### src/rtl/if_id_fetch_stage.sv
// Instruction fetch stage with IF/ID pipeline register, one-entry skid buffer,
// flush and delay-slot annul handling; drives the PC/nPC load enable.
module if_id_fetch_stage #(
  parameter int                 ADDR_W  = 32,
  parameter int                 INSTR_W = 32,
  parameter logic [INSTR_W-1:0] NOP     = 32'h01000000
) (
  input  logic               clk,
  input  logic               clr,
  input  logic [ADDR_W-1:0]  pc_in,
  output logic               pc_le,
  output logic               imem_req,
  output logic [ADDR_W-1:0]  imem_addr,
  input  logic [INSTR_W-1:0] imem_rdata,
  input  logic               imem_ready,
  input  logic               stall,
  input  logic               flush,
  input  logic               annul,
  output logic [INSTR_W-1:0] id_instr,
  output logic [ADDR_W-1:0]  id_pc,
  output logic               id_valid
);

  typedef enum logic [1:0] {
    S_IDLE = 2'd0,
    S_REQ  = 2'd1,
    S_HOLD = 2'd2
  } state_t;

  state_t               r_state;
  state_t               w_state_nxt;
  logic                 r_annul_pend;
  logic [INSTR_W-1:0]   r_skid_instr;
  logic [ADDR_W-1:0]    r_skid_pc;

  logic                 w_flush;
  logic                 w_id_load;
  logic                 w_skid_load;
  logic [INSTR_W-1:0]   w_id_src_instr;
  logic [ADDR_W-1:0]    w_id_src_pc;

  // NOTE: state register uses non-blocking assignments so every flop samples
  // pre-edge values; blocking here would create order-dependent simulation.
  always_ff @(posedge clk) begin
    if (!clr) r_state <= S_IDLE;
    else      r_state <= w_state_nxt;
  end

  // NOTE: every output of this block gets a default first, so no path can
  // leave a signal unassigned and infer a latch.
  always_comb begin
    w_state_nxt    = r_state;
    w_flush        = 1'b0;
    w_id_load      = 1'b0;
    w_skid_load    = 1'b0;
    w_id_src_instr = imem_rdata;
    w_id_src_pc    = pc_in;
    imem_req       = 1'b0;
    pc_le          = 1'b0;
    case (r_state)
      S_IDLE: w_state_nxt = S_REQ;
      S_REQ: begin
        imem_req = 1'b1;
        pc_le    = imem_ready | flush;
        if (flush) begin
          w_flush     = 1'b1;
          w_state_nxt = S_REQ;
        end else if (imem_ready && !stall) begin
          w_id_load = 1'b1;
        end else if (imem_ready && stall) begin
          w_skid_load = 1'b1;
          w_state_nxt = S_HOLD;
        end
      end
      S_HOLD: begin
        pc_le          = flush;
        w_id_src_instr = r_skid_instr;
        w_id_src_pc    = r_skid_pc;
        if (flush) begin
          w_flush     = 1'b1;
          w_state_nxt = S_REQ;
        end else if (!stall) begin
          w_id_load   = 1'b1;
          w_state_nxt = S_REQ;
        end
      end
      default: w_state_nxt = S_IDLE;
    endcase
  end

  // IF/ID register and annul tracking; a pending annul consumes the next ID
  // write, while a fresh annul arriving with that write targets the one after.
  always_ff @(posedge clk) begin
    if (!clr) begin
      id_instr     <= NOP;
      id_pc        <= '0;
      id_valid     <= 1'b0;
      r_annul_pend <= 1'b0;
    end else if (w_flush) begin
      id_instr     <= NOP;
      id_valid     <= 1'b0;
      r_annul_pend <= 1'b0;
    end else if (w_id_load) begin
      id_pc        <= w_id_src_pc;
      id_instr     <= r_annul_pend ? NOP : w_id_src_instr;
      id_valid     <= !r_annul_pend;
      r_annul_pend <= annul;
    end else begin
      r_annul_pend <= r_annul_pend | annul;
    end
  end

  // NOTE: the skid is pure data with no reset; its contents are only read in
  // HOLD, which is reachable solely through a skid load, so "empty" is the state.
  always_ff @(posedge clk) begin
    if (w_skid_load) begin
      r_skid_instr <= imem_rdata;
      r_skid_pc    <= pc_in;
    end
  end

  assign imem_addr = pc_in;

endmodule
### config.mk
export PLATFORM = sky130hd
export DESIGN_NAME = if_id_fetch_stage
export DESIGN_NICKNAME = d
export VERILOG_FILES = /design/src/rtl/if_id_fetch_stage.sv
export SDC_FILE = /design/constraint.sdc
export NUM_CORES = 1
export LEC_CHECK = 0
export CORE_UTILIZATION = 40
export CTS_CLUSTER_DIAMETER = 50
export DETAILED_ROUTE_END_ITERATION = 8
export PLACE_DENSITY = 0.7
export SYNTH_ARGS = -nofsm -noshare
export SYNTH_HDL_FRONTEND = slang
export SYNTH_SLANG_ARGS = --single-unit
### constraint.sdc
create_clock -name clk -period 4.45 [get_ports clk]
set_input_delay 0.89 -clock clk [delete_from_list [all_inputs] [get_ports clk]]
set_output_delay 0.89 -clock clk [all_outputs]
set_load 0.02 [all_outputs]
==> impl_metrics.toml <==
[detailed_routing]
drt-met1-wl_um = 6330
wl_um = 14100
top_layer = "met4"
drt_iter0_drc = 300
route.detailed.drc = 0
wl_met3_um = 1040
dr.pass1.iters = 6
vias_per_cell = 5.47
wl_per_cell_um = 18.2
vias = 4230
wl_met2_um = 6570
ant_nets = 0

[place]
dpl.hpwl_um = 8250
place_inst = 741
placed_area_mm2 = 0.00719
io_buffers = 168
gp_congestion = 0.725

[timing]
finalSetupViolations = 0
worst_pin_slew_ns = 1.25
slew_viol_final = 0
hold_viol_final = 0
final.period_utilization = 0.762
fin_skew_ns = 0.0103
maxSlewHeadroom = 0.167
setup_tns_ns = 0
fmax_mhz = 295
fin_crit_ns = 3.39
rsz0062_at_grt = "false"

[worst_setup_path]
cp_max_fo = 8
arrival_ns = 2.50
slowest_stage = "clkdlybuf4s50_1"
cp.required_ns = 3.56
critPathCaptureType = "output port"
slowest_delay_ns = 0.65
crit_path_frequent_cell = "clkdlybuf4s50_1"
worstPathCellList = "clkdlybuf4s50_1 -> o21ai_0 -> a21boi_0 -> clkdlybuf4s50_1"
critPathKind = "in -> out"
crit_buf_inv = 2
cp_top_family = "buffers and inverters"
reg2reg_slack_ns = 1.43
cp-start-kind = "input pin"

[logic_synthesis]
async_flop_share = 0
ys_types = 32
ys.warnings.count = 0
avgSynthCellArea_um2 = 12.3
syn_inst = 461
syn-cell-area_mm2 = 0.00566
synth-edff-count = 64
synth_top_flop_cell = "dfxtp_1"
ys_ff_latch = 132
ys_seq_area_frac = 0.580
syn-num-nets = 535

[clocking]
cts_setup_buffers = 0
cts_tree = "built"
cts_resized = 0
h-tree-depth = 4
cts_sinks = 132
hold_buffers = 0
clk_path_buf_depth = 2
clock_latency_ns = 0.42
clk_pin_slew_worst_paths_ns = 0.06
cts_buffers = 17
cts_root_buf = "clkbuf_16"

[final_layout]
final_area_mm2 = 0.00778
num_antenna_cells = 0
nets = 654
drive_above_1_share = 0.121
regArea_mm2 = 0.00328
post-route-util = 0.563
area_growth_pct = 37.4
multi_input_comb_area_mm2 = 0.00194
fillers = 1112
layout.cells.non_filler = 773

[grt]
grt_antenna_before_repair = 0
grt_pass1_vias = 4246
grtUsageTotal = 0.200
grt-ovfl-total = 0
grt_max_degree = 70
grt_pass1_wl_um = 22400

[pwr]
p_switching_uw = 699
ir_worst_vdd_mv = 0.255
power_density_mw_per_mm2 = 392
swShare = 0.229
cellInternalPower_mw = 2.35
pwr-share-comb = 0.108
clockPowerShare = 0.462
total_power_mw = 3.05
p_leak_nw = 2.92
power_frac_seq = 0.430

[job]
max-cap-violations = 0

[die]
die-area_mm2 = 0.0146
io_pins = 169
rows = 43
die_h_um = 121
design.core.area_mm2 = 0.0138
die_w_um = 121
start_util = 0.410

[run_status]
status = "complete, no violations"

[min_path]
hold_path_class = "reg -> reg"
path summary, 6_finish.rpt:
kind / start / end / cells past startpoint
setup / recovery: flush / pc_le / 4
hold / removal: r_annul_pend$_SDFF_PP0_ / id_valid$_SDFFE_PP0P_ / 1
setup reg to reg: r_state[0]$_SDFFE_PN0P_ / id_instr[11]$_SDFFE_PP0P_ / 7
hold reg to reg: r_annul_pend$_SDFF_PP0_ / id_valid$_SDFFE_PP0P_ / 1
Yosys cell counts, drive strengths merged (3+ instances only):
cell    number  share of area
mux2i       33          0.058
a21oi       35          0.033
nand4       31          0.034
clkbuf      19          0.013
ha           4         0.0088
edfxtp      64           0.34
mux2        32          0.064
buf         55          0.067
o211a       32          0.057
nand2        5         0.0033
nand3       33          0.029
o21ai       32          0.028
inv          3         0.0020
dfxtp       68           0.24
metal layers:
layer	up-vias	GRT usage
met5	-	0
met4	0	0.0625
met3	17	0.0620
met2	181	0.318
met1	2079	0.258
li1	1953	-
through the flow:
stage	worst slack, ns	hold slack [ns]
2_1_floorplan	1.45	0.436
3_3_place_gp	1.06	0.455
3_5_place_dp	1.04	0.455
4_1_cts	1.04	0.464
5_1_grt	0.938	0.487
6_report	1.06	0.464
cells in the final DEF (no fill, tap or decap), types with 2 or more instances in the layout:
master             n
clkdlybuf4s50_1  168
dfxtp_1           68
edfxtp_1          64
a21oi_1           34
mux2i_1           33
nand3_1           33
o21ai_0           32
o211a_1           32
mux2_2            32
nand4_1           31
clkbuf_16         17
buf_4              6
nand2_1            5
clkbuf_1           4
inv_1              3
ha_1               3
bufinv_16          3
clkinvlp_4         2
clkbuf_8           2
clkinv_2           2
power groups by stage:
| stage | clock, mW | sequential, mW | combinational [mW] |
|---|---|---|---|
| 2_1_floorplan | 0 | 1.34 | 0.175 |
| 3_3_place_gp | 0 | 1.33 | 0.323 |
| 3_5_place_dp | 0 | 1.34 | 0.328 |
| 4_1_cts | 1.44 | 1.31 | 0.331 |
| 5_1_grt | 1.49 | 1.31 | 0.351 |
| 6_report | 1.41 | 1.31 | 0.329 |
registers in the layout (all words and copies together), names as in the netlist:
signal and cells:
id_instr 32, id_pc 32, id_valid 1, r_annul_pend 1, r_skid_instr 32, r_skid_pc 32
r_state 2
worst register-to-register path, cell delays in order (launching register included):
cell     delay (ns)
dfxtp_1        0.35
inv_1          0.13
ha_4           0.14
buf_4          0.82
a21o_2         0.62
buf_4          0.49
nand4_1        0.16
a21oi_1        0.21
cell families after synthesis:
kind of cell | synth area share
flops | 0.580
compound gates | 0.129
buf+inv | 0.0815
simple gates | 0.0784
mux | 0.122
fa+ha+maj | 0.00884
area by class of cell:
class / instances / area share
multi-input cells: 252 / 0.249
well taps: 180 / 0.0289
inverters: 3 / 0.00145
repair buffers: 174 / 0.222
flip-flops and latches: 132 / 0.422
clock inverters: 9 / 0.0164
clock buffers: 23 / 0.0601
(Power assumes the default switching activity.)
